===== config.mk =====
export PLATFORM = sky130hd
export DESIGN_NAME = q_pulse_serializer
export DESIGN_NICKNAME = d
export VERILOG_FILES = /design/src/rtl/q_link_pkg.sv /design/src/rtl/link_timer.sv /design/src/rtl/q_pulse_serializer.sv
export SDC_FILE = /design/constraint.sdc
export NUM_CORES = 1
export LEC_CHECK = 0
export BUFFER_PORTS_ARGS = -buffer_cell sky130_fd_sc_hd__buf_4
export CORE_ASPECT_RATIO = 0.8
export CORE_MARGIN = 2
export CORE_UTILIZATION = 30
export DETAILED_ROUTE_END_ITERATION = 10
export HOLD_SLACK_MARGIN = 0.12
export SYNTH_ARGS = -nofsm -noshare
export SYNTH_HDL_FRONTEND = slang
export SYNTH_SLANG_ARGS = --single-unit

===== constraint.sdc =====
create_clock -name clk -period 2.7 [get_ports clk]
set_input_delay 0.54 -clock clk [delete_from_list [all_inputs] [get_ports clk]]
set_output_delay 0.54 -clock clk [all_outputs]
set_load 0.005 [all_outputs]

===== src/rtl/q_link_pkg.sv =====
// Shared definitions for the serialized-charge link: FSM state encoding,
// default link constants and the timer sizing helper.
package q_link_pkg;

   typedef enum logic [2:0] {
      IDLE    = 3'd0,
      HIGH    = 3'd1,
      LOW     = 3'd2,
      END_GAP = 3'd3,
      DONE    = 3'd4
   } link_state_t;

   // Charge units carried by one pulse, and how long each pulse stays high.
   // The receiver and the emulation model import these same values.
   localparam int LINK_Q_PER_PULSE    = 30;
   localparam int LINK_PULSE_DURATION = 3;

   // Width of a timer able to count the longest of the three phase durations.
   function automatic int timer_width(input int pulse_cycles,
                                      input int gap_cycles,
                                      input int frame_gap_cycles);
      int longest;
      longest = pulse_cycles;
      if (gap_cycles > longest) longest = gap_cycles;
      if (frame_gap_cycles > longest) longest = frame_gap_cycles;
      return $clog2(longest + 1);
   endfunction

endpackage


===== src/rtl/link_timer.sv =====
// Loadable down-counter. A load sets the count; the counter then walks down
// to zero and parks there. expired is high while the count is zero.
module link_timer #(
   parameter int WIDTH = 2
) (
   input  logic             clk,
   input  logic             rst,
   input  logic             load,
   input  logic [WIDTH-1:0] load_value,
   output logic             expired
);

   logic [WIDTH-1:0] count;

   // Count down after each load, saturating at zero.
   always_ff @(posedge clk) begin
      if (!rst) begin
         count <= '0;
      end else if (load) begin
         count <= load_value;
      end else if (count != '0) begin
         count <= count - WIDTH'(1);
      end
   end

   assign expired = (count == '0);

endmodule


===== src/rtl/q_pulse_serializer.sv =====
// Transmit end of the serialized-charge link. A parallel charge value is
// turned into a train of fixed-width pulses, one per Q_PER_PULSE units,
// followed by a low guard interval long enough for the receiver watchdog
// to close the frame. The part of the charge smaller than one pulse is
// reported on q_remainder.
//
// state   | meaning
// --------+----------------------------------------------------------
// IDLE    | waiting for start; outputs low
// HIGH    | q_serialized high for PULSE_DURATION cycles
// LOW     | inter-pulse gap, GAP_DURATION cycles
// END_GAP | frame guard interval, FRAME_GAP cycles
// DONE    | one-cycle done strobe, then back to IDLE
module q_pulse_serializer
   import q_link_pkg::*;
#(
   parameter int BUS_WIDTH      = 10,
   parameter int Q_PER_PULSE    = LINK_Q_PER_PULSE,
   parameter int PULSE_DURATION = LINK_PULSE_DURATION,
   parameter int GAP_DURATION   = 3,
   parameter int FRAME_GAP      = 8
) (
   input  logic                 clk,
   input  logic                 rst,
   input  logic                 start,
   input  logic [BUS_WIDTH-1:0] q_value,
   output logic                 q_serialized,
   output logic                 busy,
   output logic                 done,
   output logic [BUS_WIDTH-1:0] q_remainder
);

   localparam int TW = timer_width(PULSE_DURATION, GAP_DURATION, FRAME_GAP);

   // Timer reload values: the timer reads zero in the final cycle of a phase.
   localparam logic [TW-1:0] PULSE_LOAD = TW'(PULSE_DURATION - 1);
   localparam logic [TW-1:0] GAP_LOAD   = TW'(GAP_DURATION - 1);
   localparam logic [TW-1:0] FRAME_LOAD = TW'(FRAME_GAP - 1);

   // A pulse quantum wider than the input range can never be reached; it is
   // flagged here so the truncated constant below is never used to compare.
   localparam bit              Q_TOO_BIG = (Q_PER_PULSE > (2 ** BUS_WIDTH) - 1);
   localparam logic [BUS_WIDTH:0] Q_EXT  = (BUS_WIDTH + 1)'(Q_PER_PULSE);

   link_state_t         state;
   logic [BUS_WIDTH:0]  res;
   logic [BUS_WIDTH:0]  q_ext;
   logic                q_fits;
   logic                res_fits;
   logic                timer_load;
   logic [TW-1:0]       timer_value;
   logic                expired;

   // Compares carry one extra bit so the subtraction can never wrap.
   assign q_ext    = {1'b0, q_value};
   assign q_fits   = !Q_TOO_BIG && (q_ext >= Q_EXT);
   assign res_fits = !Q_TOO_BIG && (res >= Q_EXT);

   // Reload the shared phase timer on every state entry with that phase's length.
   always_comb begin
      timer_load  = 1'b0;
      timer_value = '0;
      case (state)
         IDLE: begin
            if (start) begin
               timer_load  = 1'b1;
               timer_value = q_fits ? PULSE_LOAD : FRAME_LOAD;
            end
         end
         HIGH: begin
            if (expired) begin
               timer_load  = 1'b1;
               timer_value = GAP_LOAD;
            end
         end
         LOW: begin
            if (expired) begin
               timer_load  = 1'b1;
               timer_value = res_fits ? PULSE_LOAD : FRAME_LOAD;
            end
         end
         END_GAP: begin
            if (expired) begin
               timer_load  = 1'b1;
               timer_value = '0;
            end
         end
         default: begin
            timer_load  = 1'b0;
            timer_value = '0;
         end
      endcase
   end

   link_timer #(
      .WIDTH (TW)
   ) u_timer (
      .clk        (clk),
      .rst        (rst),
      .load       (timer_load),
      .load_value (timer_value),
      .expired    (expired)
   );

   // Frame sequencer; outputs are set on the transition into each state so
   // they line up with the state they describe.
   always_ff @(posedge clk) begin
      if (!rst) begin
         state        <= IDLE;
         res          <= '0;
         q_serialized <= 1'b0;
         busy         <= 1'b0;
         done         <= 1'b0;
         q_remainder  <= '0;
      end else begin
         done <= 1'b0;
         case (state)
            IDLE: begin
               if (start) begin
                  busy <= 1'b1;
                  if (q_fits) begin
                     state        <= HIGH;
                     res          <= q_ext - Q_EXT;
                     q_serialized <= 1'b1;
                  end else begin
                     state <= END_GAP;
                     res   <= q_ext;
                  end
               end
            end
            HIGH: begin
               if (expired) begin
                  state        <= LOW;
                  q_serialized <= 1'b0;
               end
            end
            LOW: begin
               if (expired) begin
                  if (res_fits) begin
                     state        <= HIGH;
                     res          <= res - Q_EXT;
                     q_serialized <= 1'b1;
                  end else begin
                     state <= END_GAP;
                  end
               end
            end
            END_GAP: begin
               if (expired) begin
                  state <= DONE;
                  done  <= 1'b1;
                  // Published together with done so it is valid during the strobe.
                  q_remainder <= res[BUS_WIDTH-1:0];
               end
            end
            DONE: begin
               state <= IDLE;
               busy  <= 1'b0;
            end
            default: begin
               state        <= IDLE;
               q_serialized <= 1'b0;
               busy         <= 1'b0;
            end
         endcase
      end
   end

endmodule


* Word level (Yosys, flattened, before mapping)
Index checks and enable logic that the tools add are counted.
Word-level totals: bits in registers 31, latch bits 0, memory bits (writable) 0, memory bits (read-only) 0, bits of input ports 13, output and inout port bits 13, memories 0
Operators by class: $add $sub $neg 3, multipliers 0, div/mod/pow operators 0, $lt $le $gt $ge 2, equality and inequality tests 10, shift operators 0, multiplexer cells 31, bitwise operators 2, reduce and logical (&&, ||, !) cells 13
Operators with widths (number):
- $mux W11 | 4
- $mux W3 | 8
- $pmux W11 S2 | 1
- $ne A2 B2 Y1 const B | 6
- $pmux W3 S4 | 1
- $pmux W4 S3 | 1
- $ge A11 B5 Y1 const B | 1
- $sub A10 B5 Y11 const B | 1
- $sub A11 B5 Y11 const B | 1
- $ge A10 B5 Y1 const B | 1
- $mux W1 | 8
- $mux W4 | 2
- $reduce_and A4 Y1 | 2
- $eq A3 B2 Y1 const B | 2
- $mux W2 | 3
- $reduce_and A2 Y1 | 3
- $reduce_and A6 Y1 | 1
- $logic_not A4 Y1 | 1
- $pmux W1 S2 | 2
- $pmux W1 S4 | 1
- $reduce_bool A2 Y1 | 2
- $reduce_bool A4 Y1 | 1
- $sub A4 B1 Y4 const B | 1
- $eq A3 B1 Y1 const B | 1
- 5 further kinds | 6

* Depth between registers and ports, before layout
Gate-level depths: netlist (run 1).
depth after elaboration 5, gate-level depth with buffers 8, mapped depth without buffers 7

* Cells and area by module
From an unflattened synthesis (run 1), not the netlist that was laid out.
Second synthesis, totals: cells, all modules 241, area total of the unflattened synthesis 1915.6 um^2
Modules (own cells, without submodules):
- q_pulse_serializer | times used 1, cells an instance 218, area each 1685.4 um^2, sequential area each 540.5 um^2
- link_timer | times used 1, cells an instance 23, area each 230.2 um^2, sequential area each 80.1 um^2

* Least setup slack after synthesis (run 1)
Ideal clock, no wire load.
kind input -> register, start point input q_value[6], end point register res[2], setup time 0.116 ns, arrival 1.887 ns, path slack 0.697 ns, stages on the path 5, cells stage by stage or4_4 -> a211oi_4 -> mux2i_1 -> a211oi_2 -> a31o_1
On the way: cells in the longest elaborated chain, start to end 4
RTL lines:
- from (decl) | RTL line q_pulse_serializer.sv:26 | input logic [BUS_WIDTH-1:0] q_value,
- $ge A10 B5 Y1 | RTL line q_pulse_serializer.sv:56 | assign q_fits = !Q_TOO_BIG && (q_ext >= Q_EXT);
- $mux W11 | RTL line q_pulse_serializer.sv:121 | if (q_fits) begin
- $mux W11 | RTL line q_pulse_serializer.sv:119 | if (start) begin
- $pmux W11 S2 | RTL line q_pulse_serializer.sv:117 | case (state)
- to (signal assigned) | RTL line q_pulse_serializer.sv:123 | res <= q_ext - Q_EXT;
- to (signal assigned) | RTL line q_pulse_serializer.sv:127 | res <= q_ext;
- to (signal assigned) | RTL line q_pulse_serializer.sv:141 | res <= res - Q_EXT;
- to (decl) | RTL line q_pulse_serializer.sv:46 | logic [BUS_WIDTH:0] res;
Every way passes these cells. The select of a mux whose other input is x is not followed. A chain may end at the register's enable or synchronous reset.

* Worst setup path in the final report (run 1)
start point register state[1], end point register res[4]
On the way: cells in the longest elaborated chain, start to end 3
RTL lines:
- from (decl) | RTL line q_pulse_serializer.sv:45 | link_state_t state;
- from (signal assigned) | RTL line q_pulse_serializer.sv:109 | state <= IDLE;
- from (signal assigned) | RTL line q_pulse_serializer.sv:122 | state <= HIGH;
- from (signal assigned) | RTL line q_pulse_serializer.sv:126 | state <= END_GAP;
- $eq A3 B2 Y1 / $logic_not A3 Y1 (equally long branches) | RTL line q_pulse_serializer.sv:117
- $ne A2 B2 Y1 (no line) / $reduce_bool A2 Y1 (equally long branches)
- $reduce_and A4 Y1 (no line)
Parallel ways exist; a longest one is shown, timed or not.

==> results.md, run 1 <==
* HP Start: q_remainder[5]$_SDFFE_PN0P_
* Critical Path RT at 2.89 ns
* Via-to-Cell Ratio at 5.31
* Worst setup EP type: flop
* Post-Synthesis Cells at 219
* Total power draw at around 2.1 mW
* Setup CP Type: flop to flop
* # Max-Cap Violations at 0
* Reg2reg setup slack at 0.66 ns
* Sw Share at 43.0%
* RSZ-0062 raised after global routing: no
* Seq cells post-synth at 31
* Mapped Nets at 236
* Unique masters post-synth at 59
* Placer congestion estimate at 0.861
* Hold Path End: q_remainder[5]$_SDFFE_PN0P_
* Sequential fraction of the synthesis area at 33.8%
* Part of the power in the clock network at 15.9%
* CTS tree: yes
* Combinational power share at about half
* Final setup viols at 0
* Power share of the sequential group at 34.9%
* Final Skew at 0.00706 ns
* Initial antenna violation count at 0
* H-Tree Depth at 2
* P_leak at 0.872 nW
* Initial DRC count at 125
* Post-synth EDFFs at 0
* CP startpoint kind: flop
* Post-CTS resize count at 0
* Worst flop-to-flop path startpoint: state[1]$_SDFFE_PN0P_
* Num CTS Buffers at 5
* Cell area after synthesis at 0.00184 mm²
* Pwr/cell area at 959 mW/mm²
* Final setup TNS at 0 ns
* Clock Latency Late Sink at 0.28 ns
* Status: finished, final reports clean
* Slew HR at 58.3%
* Worst min-delay path class: flop to flop
* Synthesized area per cell at 8.38 µm²
* # rows at 25
* Synth-to-Final Area Change at 19.3%
* First-pass GRT wire length at about 7700 µm
* Min-Delay Path Depth at 2
* Peak VDD IR at ~0.27 mV
* Switching power at 0.904 mW
* Clock Root Buffer: clkbuf_8
* Antenna diodes at 0
* Min Tclk post-route at 2.04 ns
* Core area at 0.00591 mm²
* Vias at 1,727
* Top FF cell, synth: dfxtp_1
* R2R Path End: res[4]$_SDFFE_PN0P_
* GRT Total Usage at 14.1%
* Final #Nets at about 260
* DP HPWL at approximately 3300 µm
* Largest net degree at the start of global routing at 22
* Fin. max-slew vios at 0
* Port bufs at 25
* Crit path DAT at 2.22 ns
* CTS Hold Bufs at 0
* Wirelength per Cell at 14.0 µm
* Die Ht at 74.0 µm
* Clock sinks at 31
* Final period util at between 70% and 80%
* Die width at 91.5 µm
* Layout cells sized above 1 at 20.1%
* Final hold vios at 0
* # fillers at between 600 and 700
* Cell-internal power at 1.20 mW
* Drt drc at 0
* Die area at roughly 0.0068 mm²
* Share of flip-flops with an asynchronous set or reset at 0%
* Initial Utilization at 31.0%
* CP Max Fanout at 16
* Yosys warnings at 0
* Max Freq at 491 MHz
* Num ports at 26
* Post-CTS Setup Repair Bufs at 0
* Clock slew at reported path FFs at approximately 0.07 ns
* Vias in the first global route at 1,516
* Grt total ovfl at 0
* DRT Pass-1 Iters at 4
* Worst slew pin tran at ~0.62 ns
* Most frequent cells in the layout: dfxtp_1, buf_4, nor2_1, a21oi_1, o21ai_0
* Max clock buf depth at 2
* Antenna-violating nets left at 0
* Routed WL at around 4600 µm
* Reg2Reg Depth at 5
state kept, by name, indices dropped and copies added (netlist names):
name	count
done	1
state	3
busy	1
u_timer.count	4
q_serialized	1
q_remainder	10
res	11
per-layer routing:
| layer | global-route usage [%] | vias to the layer above | routed length (µm) |
|---|---|---|---|
| li1 | - | 872 | - |
| met1 | 22.8 | 805 | 2610 |
| met2 | 17.7 | 48 | 1680 |
| met3 | 3.24 | 2 | 230 |
| met4 | 4.55 | 0 | 34 |
| met5 | 0 | - | 0 |
per-stage QoR:
| stage | util [%] | area [µm²] | hold slack, ns | instances | setup WS (ns) |
|---|---|---|---|---|---|
| after CTS | 37.0 | 2190 | 0.499 | 325 | 0.664 |
| after floorplan | - | 1840 | 0.471 | 219 | 0.697 |
| final | 37.0 | 2190 | 0.493 | 325 | 0.662 |
| after global placement | 35.8 | 2120 | 0.474 | 319 | 0.471 |
| after detailed placement | 35.8 | 2120 | 0.482 | 319 | 0.439 |
| after global routing | 37.0 | 2190 | 0.538 | 325 | 0.531 |
power by group through the flow:
stage | registers [mW] | logic (mW) | clock network [mW]
floorplan | 0.669 | 0.807 | 0
global placement | 0.738 | 1.01 | 0
detailed placement | 0.739 | 1.02 | 0
CTS | 0.728 | 1.02 | 0.345
global route | 0.753 | 1.15 | 0.371
finish | 0.733 | 1.03 | 0.333
worst max-delay path, stage by stage (launching register included):
cell     delay, ns
dfxtp_1       0.51
or3b_1        0.41
a21o_1        0.23
o21ai_4       0.40
nor4_1        0.13
nor4_1        0.25
how the worst max path moves through the flow:
| stage | from | to | slack (ns) | cells past startpoint |
|---|---|---|---|---|
| global route | u_timer.count[0]$_SDFFE_PN0P_ | q_serialized$_SDFFE_PN0P_ | 0.53 | 7 |
| floorplan | q_value[6] | res[2]$_SDFFE_PN0P_ | 0.70 | 5 |
| detailed placement | q_value[6] | res[2]$_SDFFE_PN0P_ | 0.44 | 6 |
| CTS | state[1]$_SDFFE_PN0P_ | res[4]$_SDFFE_PN0P_ | 0.66 | 5 |
| finish | state[1]$_SDFFE_PN0P_ | res[4]$_SDFFE_PN0P_ | 0.66 | 5 |
| global placement | q_value[6] | res[2]$_SDFFE_PN0P_ | 0.47 | 6 |
logic make-up after synthesis:
| logic type | count (synthesis) | share of synthesized area (%) |
|---|---|---|
| simple gates | 81 | 24.7 |
| compound gates | 69 | 26.5 |
| flops | 31 | 33.8 |
| buf+inv | 19 | 4.29 |
| mux | 12 | 6.54 |
| fa+ha+maj | 4 | 2.73 |
| xor+xnor | 3 | 1.43 |
area by class of cell:
class	count	area [µm²]	share of cell area (%)
clock buffers	6	72.6	3.31
inverters	7	26.3	1.20
multi-input cells	169	1140	51.9
flip-flops and latches	31	621	28.3
well taps	81	101	4.63
repair buffers	31	233	10.6
cells in the mapped netlist (2+ instances only):
cell type  number  share of area, %
and3_1          4               1.4
nor2_1         29               5.9
and2_1          2              0.68
buf_2           3              0.82
nor3_1          9               2.5
mux2i_1        12               6.5
o21a_1          2              0.82
nor4_1          6               2.0
clkbuf_1        7               1.4
a21o_1          2              0.82
dfxtp_1        31                34
inv_1           6               1.2
nand2_1         7               1.4
a21oi_1        20               5.5
o211ai_1        2              0.82
a211o_1         2              0.95
xnor2_1         3               1.4
a31o_2          2              0.95
ha_1            4               2.7
a211oi_2        2               1.4
o31ai_1         3               1.2
nand3_1         6               1.6
a31oi_1         5               1.7
nor2b_1         2              0.68
o21ai_0        14               3.8
Power figures use the tool's default switching activity.
==> inputs of run 2 (changes only) <==
Clock period 2.7 ns to 1.9 ns, I/O delays scaled along.
==> results.md, run 2 (synthesized netlist as in run 1, its figures left out) <==
* Synth-to-Final Area Change at 35.8%
* Core area at 0.00591 mm² (unchanged)
* Max clock buf depth at 2 (unchanged)
* Die width at 91.5 µm (unchanged)
* GRT Total Usage at 15.0% (+0.87 points)
* Worst setup EP type: flop
* Num CTS Buffers at 5 (unchanged)
* Clock slew at reported path FFs at 0.06 ns (about the same)
* Antenna diodes at 0 (unchanged)
* CP Max Fanout at 4 (-12)
* Initial Utilization at 31.0% (unchanged)
* Largest reg by FF count: res
* Final period util at 94.7%
* Final setup viols at 0 (unchanged)
* Worst min-delay path class: input pin to flop
* # Max-Cap Violations at 0 (unchanged)
* Grt met2 use at 20.3% (+2.5 points)
* Most frequent cells in the layout: buf_4, dfxtp_1, nor2_1, a21oi_1, o21ai_0
* Crit path DAT at 1.99 ns (-0.23 ns)
* # fillers at 592 (-3.3%)
* Peak VDD IR at 0.387 mV (+41%)
* CTS tree: yes
* Post-Place Setup Slack at -0.162 ns (-0.601 ns)
* Fin area at 0.00249 mm² (+14%)
* Most used routing layer: met1
* CTS Hold Bufs at 0 (unchanged)
* Layout cells sized above 1 at 32.3% (+12 points)
* Routing usage on met1 at 23.8% (+0.94 points)
* Fin Hold WS at 0.398 ns (-0.0949 ns)
* Routed WL at 4770 µm (+4.6%)
* Grt met3 use at 2.63% (-0.61 points)
* Most common cell after layout, fill and taps aside: buf_4
* Clock Latency Late Sink at 0.28 ns (about the same)
* Worst slew pin tran at 0.389 ns (-0.228 ns)
* Biggest regs: res: 11 flops, q_remainder: 10 flops, u_timer.count: 4 flops
* Max Freq at 556 MHz
* Die area at 0.00676 mm² (unchanged)
* Number of flip-flops in the largest register at 11 (unchanged)
* Final Skew at 0.00607 ns (-0.000996 ns)
* Clock sinks at 31 (unchanged)
* Port bufs at 25 (unchanged)
* Placer congestion estimate at 0.843 (-2.2%)
* Antenna-violating nets left at 0 (unchanged)
* Status: finished, final reports clean
* DP HPWL at 3710 µm (+12%)
* Vias in the first global route at 1,635 (+7.8%)
* Setup CP Type: input pin to flop
* Initial DRC count at 116 (-7.2%)
* P_leak at 1.06 nW (+22%)
* Wirelength per Cell at 13.2 µm (-5.6%)
* Via-to-Cell Ratio at 4.99 (-6.0%)
* Final hold vios at 0 (unchanged)
* Placed Instance Area at 0.00238 mm² (+13%)
* CP startpoint kind: input pin
* Final #Nets at 296 (+13%)
* Vias at 1,798 (+4.1%)
* Post-CTS resize count at 0 (unchanged)
* # rows at 25 (unchanged)
* Grt total ovfl at 0 (unchanged)
* DRT Pass-1 Iters at 4 (unchanged)
* Pwr/cell area at 1340 mW/mm² (+40%)
* Critical Path RT at 2.09 ns (-0.80 ns)
* Initial antenna violation count at 0 (unchanged)
* Die Ht at 74.0 µm (unchanged)
* Clock Root Buffer: clkbuf_8
* First-pass GRT wire length at 8090 µm (+5.2%)
* Final worst slack at 0.0999 ns (-0.562 ns)
* Drt drc at 0 (unchanged)
* Fin. max-slew vios at 0 (unchanged)
* Largest net degree at the start of global routing at 22 (unchanged)
* Min Tclk post-route at 1.80 ns
* Slew HR at 73.7% (+15 points)
* H-Tree Depth at 2 (unchanged)
* Num ports at 26 (unchanged)
* Post-CTS Setup Repair Bufs at 0 (unchanged)
## run 2: area by class of cell
| class | count | area, µm² | area share (%) |
|---|---|---|---|
| Clock buffer | 6 | 82.6 | 3.31 |
| Sequential cell | 31 | 622 | 24.9 |
| Tap cell | 81 | 101 | 4.07 |
| Inverter | 7 | 26.3 | 1.05 |
| Timing Repair Buffer | 65 | 500 | 20.1 |
| Clock inverter | 1 | 5.00 | 0.201 |
| Multi-Input combinational cell | 169 | 1150 | 46.3 |
## run 2: per-stage QoR
step                      setup TNS [ns]  total power, mW  util [%]  std cells
after CTS                              0             3.30      41.8        360
after floorplan                        0             2.10         -        219
after global placement            -0.465             2.77      40.3        353
after detailed placement          -0.613             2.78      40.3        353
final                                  0             3.35      42.2        360
after global routing             -0.0262             3.60      42.2        360
## run 2: worst paths after layout
kind         cells past startpoint                          start                     endpoint  slack, ns
min reg2reg                      2    q_remainder[9]$_SDFFE_PN0P_  q_remainder[9]$_SDFFE_PN0P_       0.49
max reg2reg                      7  u_timer.count[1]$_SDFFE_PN0P_    q_serialized$_SDFFE_PN0P_        0.1
min                              3                     q_value[0]          res[0]$_SDFFE_PN0P_       0.40
max                              7                     q_value[6]         res[10]$_SDFFE_PN0P_        0.1
## run 2: metal layers
layer  vias to the layer above  wire, µm
met3                         2       300
met5                         -         0
li1                        943         -
met2                        61      1760
met4                         0        39
met1                       792      2660
## run 2: report_power, final
group	switching, mW	internal (mW)
Clock	0.229	0.284
Combinational	0.925	0.907
Sequential	0.189	0.816
Total	1.34	2.01
## run 2: worst max-delay path, stage by stage
cell	delay, ns
buf_4	0.11
or4_4	0.55
buf_4	0.16
nor4b_1	0.39
buf_4	0.18
a31oi_1	0.04
o31ai_1	0.18
==> inputs of run 3 (changes only) <==
Settings changed: RECOVER_POWER set to 50.
==> results.md, run 3 (synthesized netlist as in run 1, its figures left out) <==
* Worst slew pin tran at 0.404 ns (+0.0147 ns)
* P_leak at 1.05 nW (-1.4%)
* Via-to-Cell Ratio at 4.99 (unchanged)
* Post-CTS Setup Repair Bufs at 0 (unchanged)
* Fin area at 0.00248 mm² (-0.30%)
* CTS tree: yes
* Final setup viols at 0 (unchanged)
* Peak VDD IR at 0.388 mV (+0.42%)
* CP Max Fanout at 4 (unchanged)
* Clock Root Buffer: clkbuf_8
* DP HPWL at 3710 µm (unchanged)
* Antenna-violating nets left at 0 (unchanged)
* Crit path DAT at 2.00 ns (about the same)
* Post-CTS resize count at 0 (unchanged)
* Status: finished, final reports clean
* Die width at 91.5 µm (unchanged)
* # rows at 25 (unchanged)
* Final #Nets at 296 (unchanged)
* Post-Place Setup Slack at -0.162 ns (unchanged)
* Die Ht at 74.0 µm (unchanged)
* Drt drc at 0 (unchanged)
* Final worst slack at 0.0856 ns (-0.0142 ns)
* Initial Utilization at 31.0% (unchanged)
* Pwr/cell area at 1350 mW/mm² (about the same)
* Worst min-delay path class: input pin to flop
* Fin. max-slew vios at 0 (unchanged)
* Critical Path RT at 2.09 ns (about the same)
* CTS Hold Bufs at 0 (unchanged)
* Slew HR at 72.7% (-0.99 points)
* Final Core Density at 42.0% (-0.13 points)
* Post-Layout Cell Count at 360 (unchanged)
* Largest net degree at the start of global routing at 22 (unchanged)
* Vias in the first global route at 1,635 (unchanged)
* Initial DRC count at 100 (-14%)
* CP startpoint kind: input pin
* First-pass GRT wire length at 8090 µm (unchanged)
* Biggest regs: res: 11 flops, q_remainder: 10 flops, u_timer.count: 4 flops
* Max clock buf depth at 2 (unchanged)
* Clock sinks at 31 (unchanged)
* Final hold vios at 0 (unchanged)
* Largest reg by FF count: res
* Placed Instance Area at 0.00238 mm² (unchanged)
* Worst setup EP type: flop
* Num CTS Buffers at 5 (unchanged)
* Dpl cells at 353 (unchanged)
* H-Tree Depth at 2 (unchanged)
* Num ports at 26 (unchanged)
* Die area at 0.00676 mm² (unchanged)
* Reg2reg setup slack at 0.10 ns (about the same)
* Final Skew at 0.00741 ns (+0.00135 ns)
* Max Freq at 551 MHz (-0.78%)
* Min Tclk post-route at 1.81 ns (+0.0142 ns)
* Antenna diodes at 0 (unchanged)
* Core area at 0.00591 mm² (unchanged)
* Number of flip-flops in the largest register at 11 (unchanged)
* Port bufs at 25 (unchanged)
* Wirelength per Cell at 13.3 µm (+0.19%)
* Vias at 1,798 (unchanged)
* Final period util at 95.5% (+0.75 points)
* Grt total ovfl at 0 (unchanged)
* Clock slew at reported path FFs at 0.06 ns (about the same)
* Synth-to-Final Area Change at 35.4%
* Initial antenna violation count at 0 (unchanged)
* # Max-Cap Violations at 0 (unchanged)
* Setup CP Type: input pin to flop
* Total power draw at 3.34 mW (-0.20%)
* Routed WL at 4770 µm (+0.19%)
* Clock Latency Late Sink at 0.28 ns (about the same)
* Placer congestion estimate at 0.843 (unchanged)
* Most common cell after layout, fill and taps aside: buf_4
* GRT Total Usage at 15.0% (unchanged)
* Layout cells sized above 1 at 31.5% (-0.72 points)
* DRT Pass-1 Iters at 4 (unchanged)
* Most frequent cells in the layout: buf_4, dfxtp_1, nor2_1, a21oi_1, o21ai_0
run 3: changes by cell type in the layout (fill, tap and decap cells not counted), sizes merged:
cell,previous run,this run
buf,65,51
clkbuf,6,20
run 3: power by group:
group	total [mW]	internal, mW	switching, mW
registers	1.00	0.816	0.187
clock network	0.512	0.284	0.229
logic	1.83	0.898	0.930
run 3: path summary, 6_finish.rpt:
| kind | startpoint | to | cells past startpoint |
|---|---|---|---|
| worst min register to register | q_remainder[9]$_SDFFE_PN0P_ | q_remainder[9]$_SDFFE_PN0P_ | 2 |
| worst min-delay path | q_value[0] | res[0]$_SDFFE_PN0P_ | 3 |
| worst max-delay path | q_value[6] | res[10]$_SDFFE_PN0P_ | 7 |
| worst max register to register | u_timer.count[1]$_SDFFE_PN0P_ | q_serialized$_SDFFE_PN0P_ | 7 |
run 3: layer usage:
layer	vias to the layer above	part of all wire [%]	track usage, %
met3	2	5.5	2.63
met2	54	37	20.3
met4	0	0.80	4.55
met5	-	0	0
met1	798	57	23.8
li1	944	-	-
run 3: critical path, stage by stage:
cell,delay [ns]
buf_4,0.11
or4_4,0.55
buf_4,0.16
nor4b_1,0.40
buf_4,0.18
a31oi_1,0.04
o31ai_1,0.18
run 3: stage by stage:
| stage | setup TNS, ns | hold WS (ns) |
|---|---|---|
| finish | 0 | 0.398 |
| global route | -0.0262 | 0.415 |
| CTS | 0 | 0.396 |
| detailed placement | -0.613 | 0.484 |
| global placement | -0.465 | 0.469 |
| floorplan | 0 | 0.471 |
run 3: layout make-up:
class	count	area [µm²]
fillers	593	3430
multi-input cells	169	1150
flip-flops and latches	31	622
repair buffers	65	493
well taps	81	101
clock buffers	6	82.6
inverters	7	26.3
clock inverters	1	5.00
